--- config.mk ---
export PLATFORM = sky130hd
export DESIGN_NAME = cpu_program_loader
export DESIGN_NICKNAME = d
export VERILOG_FILES = /design/src/rtl/cpu_loader_pkg.sv /design/src/rtl/cpu_program_loader.sv
export SDC_FILE = /design/constraint.sdc
export NUM_CORES = 1
export LEC_CHECK = 0
export ABC_AREA = 1
export BUFFER_PORTS_ARGS = -buffer_cell sky130_fd_sc_hd__buf_2
export CORE_MARGIN = 10
export CORE_UTILIZATION = 35
export CTS_CLUSTER_DIAMETER = 120
export CTS_CLUSTER_SIZE = 14
export DETAILED_ROUTE_END_ITERATION = 10
export SYNTH_ARGS = -nofsm -noshare
export SYNTH_HDL_FRONTEND = slang
export SYNTH_SLANG_ARGS = --single-unit
export TNS_END_PERCENT = 1
--- constraint.sdc ---
create_clock -name clk -period 3.5 [get_ports clk]
set_input_delay 0.525 -clock clk [delete_from_list [all_inputs] [get_ports clk]]
set_output_delay 0.525 -clock clk [all_outputs]
set_load 0.05 [all_outputs]
--- src/rtl/cpu_loader_pkg.sv ---
`default_nettype none
// ============================================================================
// Module      : cpu_loader_pkg
// Description : Shared types, constants and header decode for the CPU
//               program loader.
// Revision    : 1.0 - initial release
// ============================================================================
package cpu_loader_pkg;

    // Section identifiers carried in the top two bits of a header word
    typedef enum logic [1:0] {
        SEC_ROM   = 2'd0,
        SEC_INSTR = 2'd1,
        SEC_INPUT = 2'd2,
        SEC_END   = 2'd3
    } sec_id_e;

    // Loader states
    typedef enum logic [1:0] {
        HDR  = 2'd0,
        DATA = 2'd1,
        DONE = 2'd2,
        ERR  = 2'd3
    } loader_state_e;

    // Region layout
    localparam int C_REGION_WORDS = 1024;
    localparam int C_ROM_BASE     = 0;
    localparam int C_INSTR_BASE   = 1024;
    localparam int C_INPUT_BASE   = 2048;

    // Header field positions (id sits at the MSBs of the word)
    localparam int C_ID_W    = 2;
    localparam int C_COUNT_W = 16;
    localparam int C_COUNT_LSB = 0;

    // Decoded view of a header word
    typedef struct packed {
        sec_id_e                id;
        logic [C_COUNT_W-1:0]   count;
        logic                   is_end;
        logic                   is_empty;
        logic                   is_oversize;
    } hdr_t;

    // Classify a header: END, empty section, or a count too big for a region
    function automatic hdr_t decode_header(
        input logic [C_ID_W-1:0]    id_bits,
        input logic [C_COUNT_W-1:0] count_bits,
        input int unsigned          region_words
    );
        hdr_t h;
        h.id          = sec_id_e'(id_bits);
        h.count       = count_bits;
        h.is_end      = (h.id == SEC_END);
        h.is_empty    = (count_bits == '0);
        h.is_oversize = ({16'd0, count_bits} > region_words);
        return h;
    endfunction

endpackage : cpu_loader_pkg
`default_nettype wire

--- src/rtl/cpu_program_loader.sv ---
`default_nettype none
// ============================================================================
// Module      : cpu_program_loader
// Description : Accepts a sectioned word stream, writes each section into its
//               memory region and keeps the CPU in reset until END arrives.
// Revision    : 1.0 - initial release
// ============================================================================
module cpu_program_loader
    import cpu_loader_pkg::*;
#(
    parameter int DATA_W       = 32,   // must be at least 18
    parameter int ADDR_W       = 12,
    parameter int REGION_WORDS = C_REGION_WORDS,
    parameter int ROM_BASE     = C_ROM_BASE,
    parameter int INSTR_BASE   = C_INSTR_BASE,
    parameter int INPUT_BASE   = C_INPUT_BASE
) (
    input  logic              clk,
    input  logic              reset_b,
    input  logic              s_valid,
    output logic              s_ready,
    input  logic [DATA_W-1:0] s_data,
    output logic              mem_we,
    output logic [ADDR_W-1:0] mem_addr,
    output logic [DATA_W-1:0] mem_wdata,
    output logic              cpu_reset_b,
    output logic              load_done,
    output logic              load_error
);

    loader_state_e       r_state;
    loader_state_e       w_next_state;
    hdr_t                w_hdr;
    logic                w_s_ready;
    logic                w_xfer;
    logic                w_hdr_xfer;
    logic                w_data_xfer;
    logic                w_open_section;
    logic [ADDR_W-1:0]   w_sel_base;

    logic [ADDR_W-1:0]   r_base;
    logic [ADDR_W-1:0]   r_offset;
    logic [C_COUNT_W-1:0] r_remaining;

    logic                r_mem_we;
    logic [ADDR_W-1:0]   r_mem_addr;
    logic [DATA_W-1:0]   r_mem_wdata;
    logic                r_cpu_reset_b;
    logic                r_load_done;
    logic                r_load_error;

    assign w_hdr = decode_header(s_data[DATA_W-1 -: C_ID_W],
                                 s_data[C_COUNT_LSB +: C_COUNT_W],
                                 REGION_WORDS);

    // State register
    always_ff @(posedge clk or negedge reset_b) begin
        if (!reset_b) begin
            r_state <= HDR;
        end else begin
            r_state <= w_next_state;
        end
    end

    // Next-state decode from accepted headers and the remaining word count
    always_comb begin
        w_next_state = r_state;
        case (r_state)
            HDR: begin
                if (w_xfer) begin
                    if (w_hdr.is_end) begin
                        w_next_state = DONE;
                    end else if (w_hdr.is_oversize) begin
                        w_next_state = ERR;
                    end else if (!w_hdr.is_empty) begin
                        w_next_state = DATA;
                    end
                end
            end
            DATA: begin
                if (w_xfer && (r_remaining == C_COUNT_W'(1))) begin
                    w_next_state = HDR;
                end
            end
            default: w_next_state = r_state;  // DONE and ERR hold until reset
        endcase
    end

    // Handshake, transfer qualifiers and region base selection
    always_comb begin
        w_s_ready      = reset_b && ((r_state == HDR) || (r_state == DATA));
        w_xfer         = s_valid && w_s_ready;
        w_hdr_xfer     = w_xfer && (r_state == HDR);
        w_data_xfer    = w_xfer && (r_state == DATA);
        w_open_section = w_hdr_xfer && !w_hdr.is_end && !w_hdr.is_empty
                         && !w_hdr.is_oversize;
        case (w_hdr.id)
            SEC_INSTR: w_sel_base = ADDR_W'(INSTR_BASE);
            SEC_INPUT: w_sel_base = ADDR_W'(INPUT_BASE);
            default:   w_sel_base = ADDR_W'(ROM_BASE);
        endcase
    end

    // Section pointer: latch base/count on a header, advance on each data word
    always_ff @(posedge clk or negedge reset_b) begin
        if (!reset_b) begin
            r_base      <= '0;
            r_offset    <= '0;
            r_remaining <= '0;
        end else if (w_open_section) begin
            r_base      <= w_sel_base;
            r_offset    <= '0;
            r_remaining <= w_hdr.count;
        end else if (w_data_xfer) begin
            r_offset    <= r_offset + ADDR_W'(1);
            r_remaining <= r_remaining - C_COUNT_W'(1);
        end
    end

    // Registered memory write port; strobe lasts one cycle per data transfer
    always_ff @(posedge clk or negedge reset_b) begin
        if (!reset_b) begin
            r_mem_we    <= 1'b0;
            r_mem_addr  <= '0;
            r_mem_wdata <= '0;
        end else begin
            r_mem_we <= w_data_xfer;
            if (w_data_xfer) begin
                r_mem_addr  <= r_base + r_offset;
                r_mem_wdata <= s_data;
            end
        end
    end

    // Sticky status flags and CPU reset release on END
    always_ff @(posedge clk or negedge reset_b) begin
        if (!reset_b) begin
            r_cpu_reset_b <= 1'b0;
            r_load_done   <= 1'b0;
            r_load_error  <= 1'b0;
        end else if (w_hdr_xfer) begin
            if (w_hdr.is_end) begin
                r_cpu_reset_b <= 1'b1;
                r_load_done   <= 1'b1;
            end else if (w_hdr.is_oversize) begin
                r_load_error  <= 1'b1;
            end
        end
    end

    assign s_ready     = w_s_ready;
    assign mem_we      = r_mem_we;
    assign mem_addr    = r_mem_addr;
    assign mem_wdata   = r_mem_wdata;
    assign cpu_reset_b = r_cpu_reset_b;
    assign load_done   = r_load_done;
    assign load_error  = r_load_error;

endmodule : cpu_program_loader
`default_nettype wire

# == After elaboration in Yosys (flattened, before gate mapping) ==
# Index checks and enable logic that the tools add are counted.
# classes
n_addsub,3
magnitude_cmp,1
n_eq_ne,8
mux,11
n_bitwise,1
n_reduce_logical,19
# ops
op,n
2-to-1 mux 16 bit,2
2-to-1 mux 12 bit,2
one-hot mux 12 bit (2 select lines),1
== test 16 x 1 -> 1 bit (second input constant),1
> comparator 16 x 11 -> 1 bit (second input constant),1
logical NOT 16 bit,1
subtractor 16 x 1 -> 16 bit (second input constant),1
adder 12 x 1 -> 12 bit (second input constant),1
adder 12 bit,1
2-to-1 mux 2 bit,5
logical AND 1 bit,8
== test 2 x 1 -> 1 bit (second input constant),2
== test 2 bit (second input constant),2
!= test 2 bit (second input constant),2
!= test 4 bit (second input constant),1
one-hot mux 2 bit (2 select lines),1
AND reduction 4 bit,1
nonzero test 2 bit,2
logical NOT 1 bit,3
AND reduction 3 bit,1
logical NOT 2 bit,1
AND reduction 2 bit,1
logical OR 1 bit,1
NOT 1 bit,1
# totals
reg_bits,89
in_bits,35
elab_cells,52

# == Longest topological paths before layout ==
# depth
word_depth,9
mapped_depth,11
ltp_nobuf,11

# == Worst setup path after synthesis ==
# No wires, ideal clock.
# synth_timing
path_type,input to register
start,input reset_b
end,register r_remaining[7]
setup_time_ns,0.124
t_arrival_ns,1.600
slack_ns,1.776
stages,8
cell_sequence,inv_1 > nor2_4 > nand4_1 > a21oi_2 > nand2_4 > buf_6 > nand3_1 > nand3_1
# synth_via
elab_chain_len,7
elab_cells_between_ends,9
# synth_lines
item,line,text
start: declaration,cpu_program_loader.sv:19,"input logic reset_b,"
logical AND 1 bit *,cpu_program_loader.sv:91,w_s_ready = reset_b && ((r_state == HDR) || (r_state == DATA));
via s_ready,cpu_program_loader.sv:21,"output logic s_ready,"
logical AND 1 bit *,cpu_program_loader.sv:92,w_xfer = s_valid && w_s_ready;
logical AND 1 bit,cpu_program_loader.sv:93,w_hdr_xfer = w_xfer && (r_state == HDR);
logical AND 1 bit (2 in series),cpu_program_loader.sv:95,w_open_section = w_hdr_xfer && !w_hdr.is_end && !w_hdr.is_empty
logical AND 1 bit,cpu_program_loader.sv:96,&& !w_hdr.is_oversize;
2-to-1 mux 16 bit or nonzero test 2 bit (tied branches),-,
end signal: assignment,cpu_program_loader.sv:113,r_remaining <= w_hdr.count;
end signal: assignment,cpu_program_loader.sv:116,r_remaining <= r_remaining - C_COUNT_W'(1);
end: declaration,cpu_program_loader.sv:43,logic [C_COUNT_W-1:0] r_remaining;
# The timed path passes the listed nets; every way through them passes the cells marked *.
# A chain may end at the register's enable or synchronous reset.

# == Worst setup path after layout ==
# layout_timing
start,input reset_b
end,register r_remaining[2]
# layout_via
elab_chain_len,7
elab_cells_between_ends,9
# layout_lines
item,line
logical AND 1 bit *,cpu_program_loader.sv:91
logical AND 1 bit *,cpu_program_loader.sv:92
logical AND 1 bit,cpu_program_loader.sv:93
logical AND 1 bit (2 in series),cpu_program_loader.sv:95
logical AND 1 bit,cpu_program_loader.sv:96
2-to-1 mux 16 bit or nonzero test 2 bit (tied branches),-
# Mark *: on every way between the ends. The rest lies on a longest branch, timed or not.

==> flow_summary.json <==
{
  "result_of_the_run": "finished clean",
  "pin_count_of_the_biggest_net_entering_global_routing": 76,
  "crit_path_top_delay_cell": "a21oi_2",
  "drc": 0,
  "number_of_global_route_vias_before_repair": 3188,
  "synth_enable_flop_cells": 0,
  "die_height_um": 125.6,
  "maximum_resistive_drop_on_vdd_v": 0.0003812,
  "final.period_utilization_pct": 57.98,
  "placement.io_buffers": 83,
  "number_of_setup_buffers_added_after_cts": 0,
  "cts_resized": 0,
  "synthArstFlopShare_pct": 100.0,
  "total_of_max_cap_violations": 0,
  "clk-insertion-delay-late_ns": 0.36,
  "fmax_mhz": 492.8,
  "layout-drive-gt1-share_pct": 21.63,
  "postSynthRegisterBits": 79,
  "cts_tree": "done",
  "synth.cell_area_sq_um": 3904,
  "finalHoldViolCount": 0,
  "synth.avg_cell_area_sq_um": 7.918,
  "cts.root.buffer_cell": "clkbuf_8",
  "routability_congestion": 0.8713,
  "cp_data_arrival_time_ns": 2.29,
  "dieArea_sq_um": 15780,
  "grt_overflow_total": 0,
  "yosysMostFrequentCell": "nand2_1",
  "finalSetupViolCount": 0,
  "hold_class": "in -> async",
  "post_drt_via_cell_ratio": 4.620,
  "cp-end-kind": "flop",
  "fp-row-count": 38,
  "worst_path_largest_cell_delay_ns": 0.41,
  "skew_ns": 0.01011,
  "wire_length_of_the_first_global_routing_pass_mm": 16.01,
  "worst_slew_pin_slew_ns": 0.7921,
  "report.final.slew_viol_count": 0,
  "synth_top_flop_cell": "dfrtp_1",
  "syn-num-nets": 532,
  "timing.critical_path.required_ns": 3.76,
  "cts-htree-levels": 3,
  "synth_cell_types": 32,
  "proportion_of_synthesized_chip_area_in_sequential_cells_pct": 50.64,
  "average_routed_wire_per_standard_cell_um": 12.97,
  "synth.top_cell.area_share_pct": 50.64,
  "cp-startpoint": "reset_b",
  "static-leakage-power_nw": 2.522,
  "syn_to_final_growth_pct": 17.98,
  "regToRegStartpoint": "r_state[1]",
  "detail_route.iter0.violations": 173,
  "placedInstanceArea_sq_um": 4402,
  "die_width_um": 125.6,
  "finalSetupTns_ns": 0,
  "yosys-top-cells-count": "nand2_1 (181), dfrtp_1 (79), inv_1 (48)",
  "dpl_worst_slack_ns": 1.066,
  "post_synth_inst_count": 493,
  "worst_slack_ns": 1.471,
  "pin_count": 84,
  "setup.worst_path.class": "in -> reg",
  "power_density_nw_per_um2": 750.2,
  "layout.nets": 612,
  "drt-pass1-iter-count": 5,
  "worst-path-max-fanout": 26,
  "rsz0062_at_grt": "false",
  "timing.critical_path.from_type": "primary input",
  "timing.critical_path.cells": "buf_4, inv_1, nor2_4, nand4_1, a21oi_2, nand2_4, inv_2, nand2_1, nand2_1, inv_1",
  "totalWireLength_mm": 9.316,
  "path_clk_slew_ns": 0.09,
  "ant_nets": 0,
  "n_antenna_cell": 0,
  "grt_antenna_before_repair": 0,
  "initial_utilization_pct": 35.85,
  "number_of_vias_in_the_routed_layout": 3317,
  "tritoncts_num_sinks": 79,
  "layout.cell_area.non_filler_sq_um": 4606,
  "p_total_mw": 3.455,
  "final_hpwl_dp_mm": 6.867,
  "yosysWarningCount": 0,
  "cts_buffer_depth": 2,
  "ys_top_cells_by_area": "dfrtp_1 (51%), nand2_1 (17%), nand3_1 (5.1%), inv_1 (4.6%), nor2_1 (4.1%)",
  "slew_headroom_pct": 47.19,
  "final.min_clock_period_ns": 2.029,
  "cts_inserted_buffers": 9,
  "synth_top_cell_by_area": "dfrtp_1",
  "overall_routing_resource_usage_pct": 12.06,
  "cts_hold_buffers": 0,
  "coreArea_sq_um": 10890
}
## cells in the final DEF, fill, tap and decap left out, types with 6 or more instances in the layout
cell	instances
nand4_1	6
nand3_1	40
nor3_1	6
nand2_1	181
o21ai_0	22
a21oi_1	8
nor2_1	43
inv_1	48
clkbuf_8	9
dfrtp_1	79
buf_2	82
## power breakdown
group	internal [mW]	switching, mW	total, mW	leakage [nW]
clock	0.338	0.360	0.698	0.0968
combinational	0.329	1.08	1.41	1.42
sequential	1.17	0.172	1.35	1.00
## cells by family (layout without fill, tap and decap cells)
| family | count (synthesis) | count (layout) | share of synthesized area (%) |
|---|---|---|---|
| flip-flops | 79 | 79 | 50.64 |
| AO/OA/AOI/OAI | 42 | 42 | 5.962 |
| buffers and inverters | 67 | 152 | 7.916 |
| adder cells (fa/ha/maj) | 4 | 4 | 1.282 |
| XOR/XNOR | 5 | 5 | 1.122 |
| AND/OR/NAND/NOR | 296 | 296 | 33.08 |
## sequential cells by signal, indices dropped and copies added, names as in the netlist
| register | cells |
|---|---|
| r_base | 2 |
| mem_wdata | 32 |
| mem_we | 1 |
| load_error | 1 |
| load_done | 1 |
| mem_addr | 12 |
| r_state | 2 |
| r_offset | 12 |
| r_remaining | 16 |
## path summary, 6_finish.rpt
path / cells past startpoint / slack, ns / end
setup / recovery: 10 / 1.47 / r_remaining[2]
hold / removal: 1 / 0.04 / mem_wdata[26]
setup reg to reg: 8 / 1.58 / r_remaining[2]
hold reg to reg: 2 / 0.48 / mem_wdata[25]
max in group asynchronous: 2 / 2.45 / r_remaining[3]
min in group clk: 3 / 0.35 / mem_wdata[27]
## metal layers
layer,wire [um],global-route usage (%),vias to the layer above,share of wire (%)
met2,4253,17.93,87,46
met4,155,4.065,0,1.7
met3,646,4.279,12,6.9
li1,-,-,1710,-
met5,0,0,-,0
met1,4261,15.92,1508,46
## cell type report
cell class,count,area (sq um)
clock inverter,7,80.08
multi-input combinational,347,1618
inverter,49,183.9
fill,1133,6282
timing repair buffer,87,447.9
tap,140,175.2
sequential,79,1977
clock buffer,9,123.9
## per-stage QoR
| step | hold WS [ns] | std cells | util [%] |
|---|---|---|---|
| floorplan | 0.2294 | 493 | - |
| global placement | 0.4339 | 702 | 40.43 |
| detailed placement | 0.4340 | 702 | 40.43 |
| CTS | 0.02521 | 718 | 42.30 |
| global route | 0.03741 | 718 | 42.30 |
| finish | 0.03763 | 718 | 42.30 |
## critical path, delay by kind of cell
kind                   cells  cell delay [ns]
AO/OA/AOI/OAI              1             0.41
buffers and inverters      4             0.64
AND/OR/NAND/NOR            5             0.71
Power figures use the tool's default switching activity.
